### src/rtl/mux_pkg.sv
// Shared definitions for the 8-channel round-robin collector and its arbiter.
// The lock state type is used only when MUX_PKT_LOCK_EN is defined.
package mux_pkg;

    localparam int unsigned NUM_CH = 8;
    localparam int unsigned CH_W   = 3;

    typedef enum logic {
        ARB,
        LOCKED
    } lock_state_t;

    // Returns {found, index}. The search starts at ptr and wraps modulo NUM_CH.
    function automatic logic [CH_W:0] rr_pick(
        input logic [NUM_CH-1:0] req,
        input logic [CH_W-1:0]   ptr
    );
        logic            found;
        logic [CH_W-1:0] pick;
        logic [CH_W-1:0] cand;
        found = 1'b0;
        pick  = '0;
        for (int unsigned k = 0; k < NUM_CH; k++) begin
            cand = ptr + CH_W'(k);
            if (!found && req[cand]) begin
                found = 1'b1;
                pick  = cand;
            end
        end
        return {found, pick};
    endfunction

endpackage

### src/rtl/rr_arbiter_8.sv
// Combinational 8-way rotating-priority arbiter.
// It produces a one-hot grant plus the encoded index of the winning requester.
module rr_arbiter_8
    import mux_pkg::*;
(
    input  logic [NUM_CH-1:0] req,
    input  logic [CH_W-1:0]   ptr,
    input  logic              en,
    output logic [NUM_CH-1:0] grant,
    output logic [CH_W-1:0]   idx
);

    logic [CH_W:0] pick;

    always_comb begin
        pick  = rr_pick(req, ptr);
        idx   = pick[CH_W-1:0];
        grant = '0;
        if (en && pick[CH_W]) begin
            grant[idx] = 1'b1;
        end
    end

endmodule

### src/rtl/rr_mux_8_to_1.sv
// Eight-channel round-robin collector that feeds one registered output stream tagged with its channel index.
// Defining MUX_PKT_LOCK_EN holds the grant on one channel until that channel's in_last word has transferred.
module rr_mux_8_to_1
    import mux_pkg::*;
#(
    parameter int unsigned WIDTH = 8
)(
    input  logic                    clk,
    input  logic                    rst,
    input  logic [NUM_CH*WIDTH-1:0] in_data,
    input  logic [NUM_CH-1:0]       in_valid,
    input  logic [NUM_CH-1:0]       in_last,
    output logic [NUM_CH-1:0]       in_ready,
    output logic [WIDTH-1:0]        out_data,
    output logic [CH_W-1:0]         out_sel,
    output logic                    out_last,
    output logic                    out_valid,
    input  logic                    out_ready
);

    logic [CH_W-1:0]   ptr;
    logic [CH_W-1:0]   search_ptr;
    logic [NUM_CH-1:0] req;
    logic [NUM_CH-1:0] grant;
    logic [CH_W-1:0]   gidx;
    logic              load;
    logic              xfer;
    logic              adv_ptr;
    logic [WIDTH-1:0]  gdata;
    logic              glast;

    assign load     = !out_valid || out_ready;
    assign in_ready = grant;
    assign xfer     = |grant;
    assign gdata    = in_data[gidx*WIDTH +: WIDTH];
    assign glast    = in_last[gidx];

`ifdef MUX_PKT_LOCK_EN
    lock_state_t       state, state_d;
    logic [CH_W-1:0]   lock_ch, lock_ch_d;
    logic [NUM_CH-1:0] lock_mask;

    // The request mask depends only on the registered state, which keeps the grant path acyclic.
    always_comb begin
        lock_mask          = '0;
        lock_mask[lock_ch] = 1'b1;
        req                = in_valid;
        search_ptr         = ptr;
        if (state == LOCKED) begin
            req        = in_valid & lock_mask;
            search_ptr = lock_ch;
        end
    end

    always_comb begin
        state_d   = state;
        lock_ch_d = lock_ch;
        adv_ptr   = 1'b0;
        case (state)
            ARB: begin
                if (xfer) begin
                    if (glast) begin
                        adv_ptr = 1'b1;
                    end else begin
                        state_d   = LOCKED;
                        lock_ch_d = gidx;
                    end
                end
            end
            LOCKED: begin
                if (xfer && glast) begin
                    state_d = ARB;
                    adv_ptr = 1'b1;
                end
            end
            default: state_d = ARB;
        endcase
    end

    always_ff @(posedge clk or posedge rst) begin
        if (rst) begin
            state   <= ARB;
            lock_ch <= '0;
        end else begin
            state   <= state_d;
            lock_ch <= lock_ch_d;
        end
    end
`else
    assign req        = in_valid;
    assign search_ptr = ptr;
    assign adv_ptr    = xfer;
`endif

    // Holding enable low during reset keeps any handshake from completing in that cycle.
    rr_arbiter_8 u_arb (
        .req   (req),
        .ptr   (search_ptr),
        .en    (load && !rst),
        .grant (grant),
        .idx   (gidx)
    );

    always_ff @(posedge clk or posedge rst) begin
        if (rst) begin
            out_valid <= 1'b0;
            out_data  <= '0;
            out_sel   <= '0;
            out_last  <= 1'b0;
        end else if (xfer) begin
            out_valid <= 1'b1;
            out_data  <= gdata;
            out_sel   <= gidx;
            out_last  <= glast;
        end else if (load) begin
            out_valid <= 1'b0;
        end
    end

    always_ff @(posedge clk or posedge rst) begin
        if (rst) begin
            ptr <= '0;
        end else if (adv_ptr) begin
            ptr <= gidx + CH_W'(1);
        end
    end

endmodule

### config.mk
export PLATFORM = sky130hd
export DESIGN_NAME = rr_mux_8_to_1
export DESIGN_NICKNAME = d
export VERILOG_FILES = /design/src/rtl/mux_pkg.sv /design/src/rtl/rr_arbiter_8.sv /design/src/rtl/rr_mux_8_to_1.sv
export SDC_FILE = /design/constraint.sdc
export NUM_CORES = 1
export LEC_CHECK = 0
export ABC_AREA = 1
export CAP_MARGIN = 30
export CORE_ASPECT_RATIO = 0.5
export CORE_UTILIZATION = 38
export DETAILED_ROUTE_END_ITERATION = 12
export GPL_ROUTABILITY_DRIVEN = 0
export HOLD_SLACK_MARGIN = 0.03
export PLACE_DENSITY = 0.88
export SYNTH_ARGS = -nofsm -noshare
export SYNTH_HDL_FRONTEND = slang
export SYNTH_SLANG_ARGS = --single-unit
### constraint.sdc
create_clock -name clk -period 3 [get_ports clk]
set_input_delay 0.6 -clock clk [delete_from_list [all_inputs] [get_ports clk]]
set_output_delay 0.6 -clock clk [all_outputs]
set_load 0.05 [all_outputs]
## Word level (Yosys, flattened, before mapping)

Cells that the tools add are included.

- Add/sub/neg operators: 8
- Multiply operators: 0
- Divide/modulo/power cells: 0
- $lt $le $gt $ge: 10
- Equality and inequality tests: 0
- Shift operators: 1
- Mux-type cells: 39
- Bitwise logic cells: 0
- Reductions and logical operators: 22

Operators with widths:

| operator | number |
|---|---|
| 64-bit by 7-bit indexed part select with 8-bit output | 1 |
| 3-bit by 4-bit < comparator with 1-bit output, second input constant | 9 |
| 1-bit binary-select mux with 3-bit select | 9 |
| 3-bit 2-to-1 mux | 8 |
| 1-bit 2-to-1 mux | 20 |
| 3-bit adder, second input constant | 4 |
| 1-bit logical AND | 10 |
| 1-bit zero test | 9 |
| 8-bit 2-to-1 mux | 1 |
| 8-bit OR reduction | 1 |
| 3-bit by 1-bit adder with 3-bit output, second input constant | 2 |
| 3-bit by 2-bit adder with 3-bit output, second input constant | 2 |
| 1-bit demux with 3-bit select | 1 |
| 3-bit by 1-bit greater-or-equal comparator with 1-bit output, second input constant | 1 |
| 2-bit nonzero test | 1 |
| 1-bit logical OR | 1 |

- Register bits: 16
- Latch bits: 0
- Memory bits (writable): 0
- Memory bits (read-only): 0
- Input port bits: 83
- Output and inout bits: 21
- Memories kept: 0

## Depth between registers and ports, before layout

- Depth after elaboration: 31
- Gate-level depth with buffers: 23
- Mapped depth without buffers: 19

## Modules after synthesis

A second synthesis with hierarchy kept.

- Cells, all modules: 465
- Area total of the unflattened synthesis: 2536.2 um^2

By module, submodules not included:

| module | times used | cells each | area an instance (um^2) | seq. area each (um^2) |
|---|---|---|---|---|
| rr_mux_8_to_1 | 1 | 303 | 1646.6 | 400.4 |
| rr_arbiter_8 | 1 | 162 | 889.6 | 0.0 |

## Least setup slack after synthesis

Ideal clock, no wire load.

- Path type: register -> output
- Start: register ptr[0]
- End: output in_ready[2]
- Data arrival time: 3900 ps
- Data required time: 2400 ps
- Slack: -1500 ps
- Stages on the path, launching flop included: 18
- Buffers on the path: 4
- Cells stage by stage: dfrtp_1 buf_4 inv_2 buf_6 ha_1 buf_4 inv_1 nand3_1 nand3_1 nand2_2 nor2_8 nand4_4 nor2_4 nand3_2 nor2_1 nor2_1 buf_2 nor4_1

- Longest elaborated chain between the ends: 29
- Elaborated cells between the ends (all ways): 60
- Those cells by class: 7 x add/sub; 2 x order compare; 35 x mux; 16 x reduce/logical

RTL lines:

| element | line | source |
|---|---|---|
| start, declared | rr_mux_8_to_1.sv:21 | `logic [CH_W-1:0] ptr;` |
| start signal, assigned | rr_mux_8_to_1.sv:124 | `ptr <= gidx + CH_W'(1);` |
| parallel branches: the longest is 28 deep, another holds 3-bit by 1-bit adder with 3-bit output | - |  |
| 8-bit 2-to-1 mux * | rr_arbiter_8.sv:19 | `if (en && pick[CH_W]) begin` |
| end, declared | rr_mux_8_to_1.sv:13 | `output logic [NUM_CH-1:0] in_ready,` |

Mark *: on every way between the ends. The select of a mux whose other input is x is not followed.

## Worst setup path in the final report

- Start: register ptr[0]
- End: output in_ready[7]

The elaborated chain is that of the path after synthesis.

==> summary.txt <==
Vias/cell: 5.43
highest cell delay on the worst timing path: 0.41 ns
post-synth cell types: 32
GR Overflow Total: 0
Die W: 111 um
cell breakdown of the critical path: buf_4 > nand2_2 > nand3_2 > nand2_1 > nand2_1 > nand2_4 > inv_2 > a21oi_1 > nand2_1 > inv_1 > nor2_2 > nand3_4 > nand2_4 > buf_4 > nor4_4 > buf_12
chip height: 56.7 um
area grow syn2layout: 88.2%
post-route ant nets: 0
# DRC: 2
CP Max Fanout: 9
Vias: 3,427
Async S/R FF share, synth: 100%
GRT Overall Usage: 30.7%
layout cells sized above 1: 28.5%
Initial Util: 40.5%
Final Hold Viols: 0
Hold-fix buffers, CTS: 0
synthesized area: 2270 sq um
first-pass GRT wire length: 15,500 um
Seq cells post-synth: 16
CP max stage cell: dfrtp_1
Hold Path Cell Cnt: 2
outcome: finished with violations
cell family with most CP delay: simple AND/OR/NAND/NOR gates
port bufs: 103
cts bufs inserted: 3
CP Depth: 16
clk sink count: 16
fin crit share: 117%
max cap viols: 0
post-synth net total: 490
commonest cells after routing, fill and taps aside: nand2_1, clkdlybuf4s50_1, nand3_1
failing checks: DRC, setup timing
ANT cells: 0
Synth area leader: nand2_1
CTS max path bufs: 2
# H-tree levels: 1
final WL: 10,300 um
DR iter-0 viols: 339
Critical Path RT: 2.40 ns
fmax: 0.285 GHz
crit path DAT: 2.90 ns
Avg Inst Size Synth: 5.61 sq um
HPWL after DPL: 5930 um
most used cell, CP: nand2_1
drt pass-1 iters: 10
Tightest Hold Check Type: reg2reg
minimum clock period: 3.50 ns
RSZ-0062 raised after global routing: yes
Setup CP Type: reg2out
largest net degree at the start of global routing: 37
register area share after synthesis: 17.6%
final setup margin: -0.505 ns
FP Rows: 19
Layout Nets: 644
clock-pin transition on the worst setup and hold timing paths: 0.06 ns
number of synthesized flops with an enable pin: 0
Filler cells: 363
Worst setup SP type: register
initial antenna violation count: 0
I/O pins: 104
pre-CTS WS: -0.476 ns
largest cells by area after synthesis: nand2_1, dfrtp_1, nand3_1
Worst Setup End Kind: output pin
CTS root buffer: clkbuf_16
# setup viols final: 9
Final Skew: 0.00761 ns
core area: 5610 sq um
Worst Path Buf+Inv: 5
Reg2Reg Depth: 23
most common cell after layout, fill and taps aside: nand2_1
full die area: 6310 sq um
worst skew pair latency: 0.26 ns
vias in the first global route: 3,323
post-synth top area share: 27.1%
Slew Viols, Final: 0
WL per Instance: 16.3 um
Main synth FF type: dfrtp_1
slew margin rel.: 61.4%
Syn Inst Count: 405
Worst-Margin Slew: 0.577 ns
CTS tree: yes
Yosys warnings: 0
[final cells by class]
type | count | area (sq um) | area share, %
clock buffer | 4 | 88.8 | 2.08
multi-input combinational | 320 | 1890 | 44.2
inverter | 49 | 200 | 4.68
tap | 73 | 91.3 | 2.14
sequential | 16 | 402 | 9.40
timing repair buffer | 169 | 1600 | 37.5
[worst reg2reg max path: cells and delay by family, from the launching register on]
family | cells | cell delay (ns)
AOI/OAI and AO/OA | 1 | 0.16
adders and majority gates | 1 | 0.35
buffers and inverters | 13 | 1.30
DFF | 1 | 0.39
and+or+nand+nor | 8 | 0.86
[logic make-up after synthesis]
kind of cell | after synthesis | share of synthesized area [%]
buf+inv | 69 | 13.6
flops | 16 | 17.6
fa+ha+maj | 2 | 1.10
simple gates | 305 | 63.9
compound gates | 9 | 2.26
xor+xnor | 4 | 1.54
[synthesized netlist by cell type, types with 2 or more instances]
library cell / instances
nand2_2: 6
nand2_4: 2
dfrtp_1: 16
nand3_1: 79
xor2_1: 2
nor4_1: 2
nand4_1: 6
inv_1: 46
buf_4: 3
nor2_1: 21
ha_1: 2
inv_2: 3
buf_6: 3
a21oi_1: 3
xnor2_1: 2
nand2_1: 164
o21ai_1: 3
nand3_2: 5
buf_2: 13
nand3b_1: 9
nor2_2: 4
[flip-flops by register name, indices dropped and copies added, names as in the netlist]
name	count
out_data	8
out_sel	3
ptr	3
out_last	1
out_valid	1
[metrics by stage]
step | std cells | instance area [sq um] | util (%) | hold slack [ns] | setup TNS, ns
2_1_floorplan | 405 | 2430 | - | 0.521 | -2.91
3_3_place_gp | 602 | 3770 | 67.2 | 0.479 | -5.03
5_1_grt | 631 | 4270 | 76.2 | 0.533 | -5.36
6_report | 631 | 4270 | 76.2 | 0.509 | -3.90
4_1_cts | 629 | 4220 | 75.1 | 0.500 | -2.51
3_5_place_dp | 602 | 3770 | 67.2 | 0.485 | -6.33
[final timing paths]
kind	from	end	slack [ns]
max	ptr[0]	in_ready[7]	-0.50
min	out_data[3]	out_data[3]	0.51
max reg2reg	ptr[0]	out_valid	-0.18
min reg2reg	out_data[3]	out_data[3]	0.51
max in group asynchronous	rst	ptr[2]	2.01
min in group asynchronous	rst	out_data[2]	0.78
[per-layer routing]
metal,vias to the layer above,share of wire (%),track usage (%)
li1,1596,-,-
met1,1523,39,33.6
met2,224,47,56.7
met3,84,7.5,5.18
met4,0,6.8,18.5
met5,-,0,0
[timing repair]
action                                  CTS  global route
pin swaps                                32             5
endpoints found under the setup margin   18            20
gates resized for setup                  57            11
setup buffers                            23             2
Power is not shown: default switching activity piles up to over one toggle a cycle in this logic, so the estimate is an artifact.
